## src/rtl/ct_mmu_sysmap_arb.sv

```systemverilog
// ct_mmu_sysmap_arb: round-robin arbiter sequencing one shared sysmap lookup port (MMU_SYSMAP_MULTIHIT_CHK_EN adds a one-hot hit check on rsp_err)
module ct_mmu_sysmap_arb #(
   parameter int NUM_REQ = 3,
   parameter int PA_W    = 28,
   parameter int FLG_W   = 5,
   parameter int HIT_W   = 8
) (
   input  logic                    forever_cpuclk,
   input  logic                    cpurst_b,
   input  logic                    mmu_flush,
   input  logic [NUM_REQ-1:0]      req_vld,
   input  logic [NUM_REQ*PA_W-1:0] req_pa,
   output logic [NUM_REQ-1:0]      req_gnt,
   output logic                    rsp_vld,
   output logic [1:0]              rsp_id,
   output logic [FLG_W-1:0]        rsp_flg,
   output logic [HIT_W-1:0]        rsp_hit,
   output logic                    rsp_err,
   input  logic                    rsp_ack,
   output logic [PA_W-1:0]         mmu_sysmap_pa_y,
   input  logic [FLG_W-1:0]        sysmap_mmu_flg_y,
   input  logic [HIT_W-1:0]        sysmap_mmu_hit_y
);
   typedef enum logic [1:0] {IDLE, LOOKUP, RESP} state_t;
   state_t            state_q, state_d;
   logic [1:0]        rr_q, rr_d, id_q, id_d, nx1, nx2, win;
   logic [PA_W-1:0]   pa_q, pa_d;
   logic [FLG_W-1:0]  flg_q, flg_d;
   logic [HIT_W-1:0]  hit_q, hit_d;
   logic              vld_q, vld_d, take, lookup;
   assign nx1     = (rr_q == 2'd2) ? 2'd0 : rr_q + 2'd1;
   assign nx2     = (nx1 == 2'd2) ? 2'd0 : nx1 + 2'd1;
   assign win     = req_vld[rr_q] ? rr_q : req_vld[nx1] ? nx1 : nx2;
   assign take    = cpurst_b && state_q == IDLE && !mmu_flush && |req_vld;
   assign lookup  = state_q == LOOKUP && !mmu_flush;
   assign req_gnt = take ? NUM_REQ'(1) << win : '0;
   always_comb begin
      state_d = mmu_flush ? IDLE : take ? LOOKUP : (state_q == LOOKUP) ? RESP :
                (state_q == RESP && rsp_ack) ? IDLE : state_q;
      rr_d    = take ? ((win == 2'd2) ? 2'd0 : win + 2'd1) : rr_q;
      id_d    = take ? win : id_q;
      pa_d    = take ? req_pa[win*PA_W +: PA_W] : pa_q;
      vld_d   = lookup | (vld_q & ~mmu_flush & ~rsp_ack);
      flg_d   = lookup ? sysmap_mmu_flg_y : flg_q;
      hit_d   = lookup ? sysmap_mmu_hit_y : hit_q;
   end
   always_ff @(posedge forever_cpuclk or negedge cpurst_b) begin
      if (!cpurst_b) begin
         state_q <= IDLE;
         rr_q    <= '0;
         id_q    <= '0;
         pa_q    <= '0;
         vld_q   <= 1'b0;
         flg_q   <= '0;
         hit_q   <= '0;
      end else begin
         state_q <= state_d;
         rr_q    <= rr_d;
         id_q    <= id_d;
         pa_q    <= pa_d;
         vld_q   <= vld_d;
         flg_q   <= flg_d;
         hit_q   <= hit_d;
      end
   end
   assign mmu_sysmap_pa_y = pa_q;
   assign rsp_vld         = vld_q;
   assign rsp_id          = id_q;
   assign rsp_flg         = flg_q;
   assign rsp_hit         = hit_q;
`ifdef MMU_SYSMAP_MULTIHIT_CHK_EN
   logic err_q, err_d;
   always_comb begin
      err_d = lookup ? ~((|sysmap_mmu_hit_y) &&
                         ((sysmap_mmu_hit_y & (sysmap_mmu_hit_y - HIT_W'(1))) == '0))
                     : err_q & vld_d;
   end
   always_ff @(posedge forever_cpuclk or negedge cpurst_b) begin
      if (!cpurst_b) err_q <= 1'b0;
      else           err_q <= err_d;
   end
   assign rsp_err = err_q;
`else
   assign rsp_err = 1'b0;
`endif
endmodule

```

## config.mk

```make
export PLATFORM = sky130hd
export DESIGN_NAME = ct_mmu_sysmap_arb
export DESIGN_NICKNAME = d
export VERILOG_FILES = /design/src/rtl/ct_mmu_sysmap_arb.sv
export SDC_FILE = /design/constraint.sdc
export NUM_CORES = 1
export LEC_CHECK = 0
export BUFFER_PORTS_ARGS = -buffer_cell sky130_fd_sc_hd__buf_2
export CORE_MARGIN = 5
export CORE_UTILIZATION = 40
export CTS_BUF_LIST = sky130_fd_sc_hd__clkbuf_8 sky130_fd_sc_hd__clkbuf_16
export DETAILED_ROUTE_END_ITERATION = 12
export PLACE_DENSITY = 0.76
export SYNTH_ARGS = -nofsm -noshare
export SYNTH_HDL_FRONTEND = slang
export SYNTH_SLANG_ARGS = --single-unit
```

## constraint.sdc

```tcl
create_clock -name forever_cpuclk -period 2.1 [get_ports forever_cpuclk]
set_clock_uncertainty 0.2 [all_clocks]
set_input_delay 0.315 -clock forever_cpuclk [delete_from_list [all_inputs] [get_ports forever_cpuclk]]
set_output_delay 0.315 -clock forever_cpuclk [all_outputs]
set_load 0.01 [all_outputs]
```

==> impl_metrics.env <==
export IMPL_numCtsBuffers=5
export IMPL_pwr_share_comb_pct=44.1
export IMPL_crit_chain="or4b_4 > buf_6 > nor2_4 > o21a_1 > buf_6"
export IMPL_grt_pass1_vias=3005
export IMPL_finalWorstPathRequiredPeriod_ns=2.259
export IMPL_critical_path_top_delay_family="simple AND/OR/NAND/NOR gates"
export IMPL_grt_first_pass_wirelength_mm=14.46
export IMPL_worst_path_max_delay_cell="or4b_4"
export IMPL_fin_ws_ns=-0.1594
export IMPL_path_clk_slew_ns=0.10
export IMPL_cp_common_cell="buf_6"
export IMPL_yosys_warnings=0
export IMPL_leakage_nw=1.893
export IMPL_netlist_top_cells_area="dfrtp_1, a221oi_2, a32oi_1"
export IMPL_synth_nets=369
export IMPL_final_area_um2=4050
export IMPL_vias_per_cell=5.736
export IMPL_setup_viol=7
export IMPL_maxCapViolCount=0
export IMPL_finalHoldViolations=48
export IMPL_p_int_mw=2.294
export IMPL_violations="hold timing, setup timing"
export IMPL_cts_tree="done"
export IMPL_synthArstFlopShare_pct=100.0
export IMPL_grt_usage_pct=20.80
export IMPL_grt_max_degree=49
export IMPL_h_tree_depth=2
export IMPL_power_switching_mw=1.424
export IMPL_die_x_um=92.75
export IMPL_worstSetupPathType="flop to primary output"
export IMPL_hpwlAfterDp_mm=6.770
export IMPL_drt_iter0_drc=128
export IMPL_synthFlopType="dfrtp_1"
export IMPL_via_count=2908
export IMPL_cp_max_fo=3
export IMPL_initial_core_util_pct=40.76
export IMPL_yosysMostFrequentCell="dfrtp_1"
export IMPL_tightest_slew_ns=0.6176
export IMPL_syn_to_final_growth_pct=47.88
export IMPL_ys_seq_elements=48
export IMPL_cts_max_path_buffers=2
export IMPL_diodes=0
export IMPL_wl_per_cell_um=18.65
export IMPL_routed_wirelength_mm=9.454
export IMPL_synth_cell_types=29
export IMPL_fin_util_pct=60.28
export IMPL_slew_headroom_pct=58.83
export IMPL_p_seq_share_pct=37.2
export IMPL_peakVddDrop_v=0.0003725
export IMPL_num_rows=30
export IMPL_syn_inst=265
export IMPL_fp_coreArea_um2=6719
export IMPL_yosys_top_cells_count="dfrtp_1, nor2_1, nand2_1, a31oi_1, a32oi_1"
export IMPL_required_ns=1.58
export IMPL_antenna_left=0
export IMPL_status="finished, violations left"
export IMPL_max_stage_delay_ns=0.53
export IMPL_synth_seq_area_share_pct=43.86
export IMPL_drive_above_1_share_pct=56.91
export IMPL_crit_path_start_kind="flop"
export IMPL_worst_hold_slack_ns=-0.02654
export IMPL_rsz0062_at_grt="true"
export IMPL_clock_latency_ns=0.31
export IMPL_antenna_found_initial=0
export IMPL_root_buffer="clkbuf_8"
export IMPL_synth_top_cell_by_area="dfrtp_1"
export IMPL_drcViolationCount=0
export IMPL_crit_buf_inv=2
export IMPL_gr_total_overflow=0
export IMPL_synth_area_per_cell_um2=10.34
export IMPL_synth_area_um2=2739
export IMPL_gp_congestion=0.7880
export IMPL_ioPinCount=152
export IMPL_die_area_um2=8602
export IMPL_place_area_um2=3672
export IMPL_timing_final_crit_share_pct=107.6
export IMPL_fp_dieH_um=92.75
export IMPL_slew_viol_final=0
export IMPL_p_clk_share_pct=18.7
export IMPL_worst_ep_arrival_time_ns=1.74
export IMPL_synth_edf_count=0
export IMPL_hold_path_class="input port to asynchronous set/reset pin"
export IMPL_dr_pass1_iters=4
export IMPL_p_sw_share_pct=38.30
export IMPL_synth_top_cell_area_share_pct=43.86
export IMPL_p_per_area_nw_per_um2=917.9
export IMPL_worstSetupEndpointType="primary output"
export IMPL_portBuffers=150
export IMPL_cts_sinks=48
export IMPL_nNetsFinal=530
export IMPL_max_freq_mhz=442.6
-- repair_timing --
| item | 4_1_cts | 5_1_grt |
|---|---|---|
| pin swaps | 4 | 22 |
| cloned | 0 | 3 |
| hold buffers | 0 | 0 |
| buffers inserted | 4 | 2 |
| gates resized for setup | 8 | 15 |
| endpoints found under the setup margin | 27 | 28 |
-- power groups by stage --
stage	Clock [mW]	Sequential (mW)	Combinational [mW]
finish	0.694	1.38	1.64
global route	0.758	1.42	1.78
CTS	0.712	1.39	1.58
detailed placement	0	1.40	1.57
global placement	0	1.39	1.53
floorplan	0	1.52	0.726
-- registers in the layout, summed over array words and instances, names as in the netlist --
register,cells
rsp_vld,1
rsp_hit,8
rsp_flg,5
state_q,2
rr_q,2
rsp_id,2
mmu_sysmap_pa_y,28
-- cells by family after synthesis --
family                 Yosys count  share of synthesized area, %
flip-flops                      48                         43.86
multiplexers                    13                         5.345
buffers and inverters           31                         5.847
other                            1                        0.1369
AO/OA/AOI/OAI                   97                         32.76
AND/OR/NAND/NOR                 75                         12.06
-- final cells by class --
| class | count | area (µm²) |
|---|---|---|
| Timing Repair Buffer | 181 | 1111 |
| Inverter | 4 | 15.01 |
| Fill cell | 589 | 2669 |
| Sequential cell | 48 | 1201 |
| Clock inverter | 3 | 46.29 |
| Tap cell | 80 | 100.1 |
| Multi-Input combinational cell | 186 | 1508 |
| Clock buffer | 5 | 68.82 |
-- path summary, 6_finish.rpt --
kind                                        from             endpoint  slack [ns]  depth (start not counted)
max                                   state_q[1]           req_gnt[2]       -0.16                          5
min                                     cpurst_b  mmu_sysmap_pa_y[18]       -0.03                          2
max reg2reg                           state_q[1]  mmu_sysmap_pa_y[24]       -0.01                          6
min reg2reg                            rsp_id[0]            rsp_id[0]        0.29                          2
max in group asynchronous               cpurst_b            rsp_id[0]        1.31                          2
min in group forever_cpuclk  sysmap_mmu_flg_y[4]           rsp_flg[4]        0.03                          2
-- per-stage QoR --
step / total power [mW] / setup slack (ns) / std cells / TNS, ns
after floorplan: 2.251 / 0.02404 / 265 / 0
after global placement: 2.914 / -0.08481 / 490 / -1.798
after detailed placement: 2.968 / -0.1357 / 490 / -2.544
after CTS: 3.682 / -0.1414 / 502 / -0.3618
after global routing: 3.962 / -0.2318 / 507 / -2.116
final: 3.717 / -0.1594 / 507 / -0.4287
-- cells in the final DEF (no fill, tap or decap), drive strengths merged, types with 2 or more instances in the layout --
master and count:
buf 178, dfrtp 48, nor2 33, nand2 31, a32oi 28, a31oi 28, a221oi 28, mux2 13
clkbuf 8, o21ai 6, inv 5, nor3 3, nor2b 2, a31o 2, a21oi 2, and3b 2
-- routing by layer --
metal  part of all wire [%]  track usage (%)  wire length, µm
met5                      0                0                0
met4                    1.4            5.617              135
met3                    9.8            6.011              922
met2                     50            37.58             4697
met1                     39            23.90             3699
Note: power is estimated with default switching activity, not from simulation.
